$ cat src/rtl/mem_port_arbiter.sv
// Two-requester arbiter/sequencer for the single data port of the simulation
// memory. Core is high priority; a starvation counter guarantees the external
// master a grant after STARVE_MAX consecutive lost arbitrations.
module mem_port_arbiter #(
  parameter int unsigned ADDR_W     = 16,
  parameter int unsigned STARVE_MAX = 4
) (
  input  logic              clk,
  input  logic              reset,
  input  logic              core_req,
  input  logic              core_we,
  input  logic [ADDR_W-1:0] core_addr,
  input  logic [31:0]       core_wdata,
  input  logic [3:0]        core_be,
  output logic              core_gnt,
  output logic              core_rvalid,
  output logic [31:0]       core_rdata,
  input  logic              ext_req,
  input  logic              ext_we,
  input  logic [ADDR_W-1:0] ext_addr,
  input  logic [31:0]       ext_wdata,
  input  logic [3:0]        ext_be,
  output logic              ext_gnt,
  output logic              ext_rvalid,
  output logic [31:0]       ext_rdata,
  output logic [ADDR_W-1:0] mem_addr,
  output logic              mem_ren,
  output logic              mem_wen,
  output logic [31:0]       mem_wdata,
  output logic [3:0]        mem_be,
  input  logic [31:0]       mem_rdata,
  input  logic              mem_ready
);

  localparam logic [3:0] STARVE_LIM = 4'(STARVE_MAX);

  typedef enum logic [1:0] {
    IDLE,
    ISSUE,
    RESP
  } state_t;

  state_t              r_state,       w_state;
  logic [3:0]          r_starve_cnt,  w_starve_cnt;
  logic                r_owner_ext,   w_owner_ext;
  logic                r_owner_we,    w_owner_we;
  logic                r_core_gnt,    w_core_gnt;
  logic                r_ext_gnt,     w_ext_gnt;
  logic                r_core_rvalid, w_core_rvalid;
  logic                r_ext_rvalid,  w_ext_rvalid;
  logic [31:0]         r_core_rdata,  w_core_rdata;
  logic [31:0]         r_ext_rdata,   w_ext_rdata;
  logic [ADDR_W-1:0]   r_mem_addr,    w_mem_addr;
  logic                r_mem_ren,     w_mem_ren;
  logic                r_mem_wen,     w_mem_wen;
  logic [31:0]         r_mem_wdata,   w_mem_wdata;
  logic [3:0]          r_mem_be,      w_mem_be;
  logic                w_ext_wins;

  // State and all registered outputs; asynchronous clear drops any transaction
  always_ff @(posedge clk or negedge reset) begin
    if (!reset) begin
      r_state       <= IDLE;
      r_starve_cnt  <= '0;
      r_owner_ext   <= 1'b0;
      r_owner_we    <= 1'b0;
      r_core_gnt    <= 1'b0;
      r_ext_gnt     <= 1'b0;
      r_core_rvalid <= 1'b0;
      r_ext_rvalid  <= 1'b0;
      r_core_rdata  <= '0;
      r_ext_rdata   <= '0;
      r_mem_addr    <= '0;
      r_mem_ren     <= 1'b0;
      r_mem_wen     <= 1'b0;
      r_mem_wdata   <= '0;
      r_mem_be      <= '0;
    end else begin
      r_state       <= w_state;
      r_starve_cnt  <= w_starve_cnt;
      r_owner_ext   <= w_owner_ext;
      r_owner_we    <= w_owner_we;
      r_core_gnt    <= w_core_gnt;
      r_ext_gnt     <= w_ext_gnt;
      r_core_rvalid <= w_core_rvalid;
      r_ext_rvalid  <= w_ext_rvalid;
      r_core_rdata  <= w_core_rdata;
      r_ext_rdata   <= w_ext_rdata;
      r_mem_addr    <= w_mem_addr;
      r_mem_ren     <= w_mem_ren;
      r_mem_wen     <= w_mem_wen;
      r_mem_wdata   <= w_mem_wdata;
      r_mem_be      <= w_mem_be;
    end
  end

  // Arbitration, starvation counting, command sequencing and response routing.
  // Strobes and grants/rvalids default to 0 so each is a single-cycle pulse;
  // address, write data and read data hold unless explicitly updated.
  always_comb begin
    w_state       = r_state;
    w_starve_cnt  = r_starve_cnt;
    w_owner_ext   = r_owner_ext;
    w_owner_we    = r_owner_we;
    w_core_gnt    = 1'b0;
    w_ext_gnt     = 1'b0;
    w_core_rvalid = 1'b0;
    w_ext_rvalid  = 1'b0;
    w_core_rdata  = r_core_rdata;
    w_ext_rdata   = r_ext_rdata;
    w_mem_addr    = r_mem_addr;
    w_mem_ren     = 1'b0;
    w_mem_wen     = 1'b0;
    w_mem_wdata   = r_mem_wdata;
    w_mem_be      = '0;
    w_ext_wins    = ext_req && (!core_req || (r_starve_cnt == STARVE_LIM));

    case (r_state)
      IDLE: begin
        if (core_req || ext_req) begin
          w_state     = ISSUE;
          w_owner_ext = w_ext_wins;
          if (w_ext_wins) begin
            w_owner_we   = ext_we;
            w_mem_addr   = ext_addr;
            w_mem_wdata  = ext_wdata;
            w_mem_ren    = !ext_we;
            w_mem_wen    = ext_we;
            w_mem_be     = ext_we ? ext_be : 4'hF;
            w_ext_gnt    = 1'b1;
            w_starve_cnt = '0;
          end else begin
            w_owner_we   = core_we;
            w_mem_addr   = core_addr;
            w_mem_wdata  = core_wdata;
            w_mem_ren    = !core_we;
            w_mem_wen    = core_we;
            w_mem_be     = core_we ? core_be : 4'hF;
            w_core_gnt   = 1'b1;
            if (!ext_req)
              w_starve_cnt = '0;
            else if (r_starve_cnt != STARVE_LIM)
              w_starve_cnt = r_starve_cnt + 4'd1;
          end
        end else begin
          w_starve_cnt = '0;
        end
      end
      ISSUE: begin
        w_state = RESP;
      end
      RESP: begin
        if (mem_ready) begin
          w_state = IDLE;
          if (r_owner_ext) begin
            w_ext_rvalid = 1'b1;
            if (!r_owner_we) w_ext_rdata = mem_rdata;
          end else begin
            w_core_rvalid = 1'b1;
            if (!r_owner_we) w_core_rdata = mem_rdata;
          end
        end
      end
      default: begin
        w_state = IDLE;
      end
    endcase
  end

  assign core_gnt    = r_core_gnt;
  assign ext_gnt     = r_ext_gnt;
  assign core_rvalid = r_core_rvalid;
  assign ext_rvalid  = r_ext_rvalid;
  assign core_rdata  = r_core_rdata;
  assign ext_rdata   = r_ext_rdata;
  assign mem_addr    = r_mem_addr;
  assign mem_ren     = r_mem_ren;
  assign mem_wen     = r_mem_wen;
  assign mem_wdata   = r_mem_wdata;
  assign mem_be      = r_mem_be;

endmodule

$ cat config.mk
export PLATFORM = sky130hd
export DESIGN_NAME = mem_port_arbiter
export DESIGN_NICKNAME = d
export VERILOG_FILES = /design/src/rtl/mem_port_arbiter.sv
export SDC_FILE = /design/constraint.sdc
export NUM_CORES = 1
export LEC_CHECK = 0
export ABC_AREA = 1
export CAP_MARGIN = 20
export CORE_MARGIN = 2
export CORE_UTILIZATION = 41
export DETAILED_ROUTE_END_ITERATION = 6
export PLACE_DENSITY = 0.9
export RECOVER_POWER = 100
export SYNTH_ARGS = -nofsm -noshare
export SYNTH_HDL_FRONTEND = slang
export SYNTH_SLANG_ARGS = --single-unit
$ cat constraint.sdc
create_clock -name clk -period 1.6 [get_ports clk]
set_input_delay 0.32 -clock clk [delete_from_list [all_inputs] [get_ports clk]]
set_output_delay 0.32 -clock clk [all_outputs]
set_load 0.02 [all_outputs]
==> flow_summary.yaml <==
critical_path:
  cp_max_fo: 5
  path_class: "register to register"
  crit_path_max_incr_delay_ps: 400
  cp_cell_sequence: "inv_2 -> ha_1 -> nand3_2 -> nand2_2 -> nand2_2 -> buf_4 -> buf_12 -> o21ai_1 -> nor2_1"
  endpoint_kind: "register"
  worst_ep_arrival_time_ps: 1820
  cp_common_cell: "nand2_2"
  cp-start-kind: "register"
  cp_slowest_cell: "dfrtp_1"
  critical_path_required_ps: 1900
  r2r_slack_ps: 80
sta:
  setup_violations: 0
  fmax_mhz: 659
  hold_viol_final: 0
  finalSetupTns_ps: 0
  period_share_pct: 94.9
  rsz0062_at_grt: "true"
  fin_crit_ps: 1520
  worst_clock_skew_ps: 8.36
  slew_headroom_pct: 41.6
  final_max_slew_viol_count: 0
  worstMarginPinSlew_ps: 877
clock_tree:
  clkLatencyLatePin_ps: 410
  cts_root_buffer: "clkbuf_16"
  clockBufferDepth: 2
  cts_sinks: 130
  cts_made_buffers: 17
  clkTransAtPathRegs_ps: 60
  h-tree-depth: 4
  cts_tree: "done"
logic_synthesis:
  synth_area_mm2: 0.00553
  syn-instance-count: 603
  synth_top_area_cell: "dfrtp_1"
  synth_top_area_share_pct: 58.8
  async_flop_share_pct: 100
  ys_warn_count: 0
  synthTopCellsByCount: "dfrtp_1 (130), nand2_1 (130), nand3_1 (97)"
  seq_area_frac_synth_pct: 58.8
  syn_avg_cell_area_um2: 9.18
  synthTopCellsByArea: "dfrtp_1 (59%), nand2_1 (8.8%), nand3_1 (8.8%), o21ai_1 (6.2%), nand4_1 (5.3%)"
  synth_edf_count: 0
  ys_types: 23
  synth_seq_cells: 130
  synth_ff_type: "dfrtp_1"
  synthesis.nets: 748
grt:
  antenna_found_initial: 0
  grt_pass1_wl_um: 27700
  grt_overflow_total: 0
  grt_max_degree: 59
  grt_pass1_vias: 5501
  grtUsageTotal_pct: 24.8
floorplan:
  die_h_um: 120
  start_util_pct: 41.9
  die_area_mm2: 0.0144
  num_rows: 42
  core_area_mm2: 0.0132
  io_pins: 265
  dieWidth_um: 120
route:
  ant_nets: 0
  wl_per_cell_um: 16.2
  drt_first_iter_violations: 443
  vias_per_cell: 5.13
  drt_pass1_iterations: 5
  num_vias: 5467
  drc_errors: 0
  routed_wirelength_um: 17200
finish:
  n_antenna_cell: 0
  postLayoutCoreUtil_pct: 68.2
  final_cells: 1065
  drive_gt1_share_pct: 8.89
  nets: 1021
  area.growth.synth_to_final_pct: 62.6
power:
  leakage_uw: 0.00453
  power_density_mw_per_mm2: 1960
  peakVddDrop_uv: 1230
place:
  place_congestion: 0.839
  dp_cells: 1031
  hpwl_um: 12300
  port-buffer-count: 264
outcome:
  status: "completed"
worst_hold_path:
  min_path_type: "input pin to register"
run:
  maxCapViolCount: 0
[cell usage in the layout, fill, tap and decap left out, drive strengths merged]
cell / n
clkdlybuf4s50: 140
nand2: 133
dfrtp: 130
dlygate4sd2: 122
nand3: 98
o21ai: 70
inv: 55
nand4: 47
buf: 29
clkbuf: 24
nor2: 19
bufinv: 6
clkinv: 4
nand3b: 3
xor2: 2
a21oi: 2
ha: 2
o22ai: 1
clkinvlp: 1
dlygate4sd3: 1
[stage by stage]
step | cell area [um2] | total power [uW] | hold WS [ps] | worst slack (ps)
floorplan | 5530 | 10000 | 24.4 | 237
CTS | 9040 | 17800 | 355 | 32.3
detailed placement | 8490 | 14300 | 226 | -120
finish | 8990 | 17600 | 433 | 81.5
global placement | 8490 | 14000 | 228 | -66.7
global route | 8990 | 18700 | 453 | -9.96
[cells by family (layout without fill, tap and decap cells)]
group                    Yosys count  in the layout  synth area share, %
adder cells (fa/ha/maj)            2              2                0.452
flip-flops                       130            130                 58.8
AO/OA/AOI/OAI                     73             73                 6.83
XOR/XNOR                           2              2                0.317
AND/OR/NAND/NOR                  300            300                 25.6
buffers and inverters             96            382                 7.98
[registers in the layout (all words and copies together) (netlist names), 2 cells and up]
name and flops:
core_rdata 32, mem_addr 16, mem_be 4, ext_rdata 32
r_starve_cnt 4, r_state 2, mem_wdata 32
[power breakdown]
group	leakage [uW]	switching, uW	internal, uW
Sequential	0.00163	830	4780
Clock	0.000333	1490	2990
Combinational	0.00256	4600	2910
Total	0.00453	6920	10700
[layout make-up]
cell class	instances	area, um2
clock buffer	18	439
clock inverter	14	251
fill	1025	4200
timing repair buffer	298	2810
sequential	130	3250
multi-input combinational	377	1830
tap	176	220
inverter	52	195
[final timing paths]
kind,startpoint,to,cells past startpoint
worst max register to register,r_starve_cnt[0],mem_be[3],9
worst min-delay path,ext_req,mem_wdata[2],4
min in group asynchronous,reset,core_rdata[6],2
max in group asynchronous,reset,r_state[0],3
worst max-delay path,r_starve_cnt[0],mem_be[3],9
worst min register to register,core_rdata[18],core_rdata[18],2
[what timing repair did]
item	CTS	global route
gates cloned	0	0
endpoints found under the setup margin	123	15
gates resized for setup	123	2
pin swaps	0	0
hold endpoints to repair	32	0
hold buffers	1	0
buffers inserted	0	1
[per-layer routing]
metal / share of wire, % / vias to the layer above / global-route usage (%) / routed length (um)
met3: 10 / 52 / 7.98 / 1780
met5: 0 / - / 0 / 0
met2: 49 / 297 / 41.2 / 8390
met4: 4.4 / 0 / 13.6 / 754
li1: - / 2563 / - / -
met1: 37 / 2555 / 28.4 / 6290
[worst max-delay path, delay by kind of cell (launching register included)]
family | cells | cell delay, ps
simple gates | 4 | 350
buf+inv | 3 | 370
compound gates | 1 | 130
fa+ha+maj | 1 | 160
flops | 1 | 400
No activity file was read; power rests on OpenSTA's default activity.
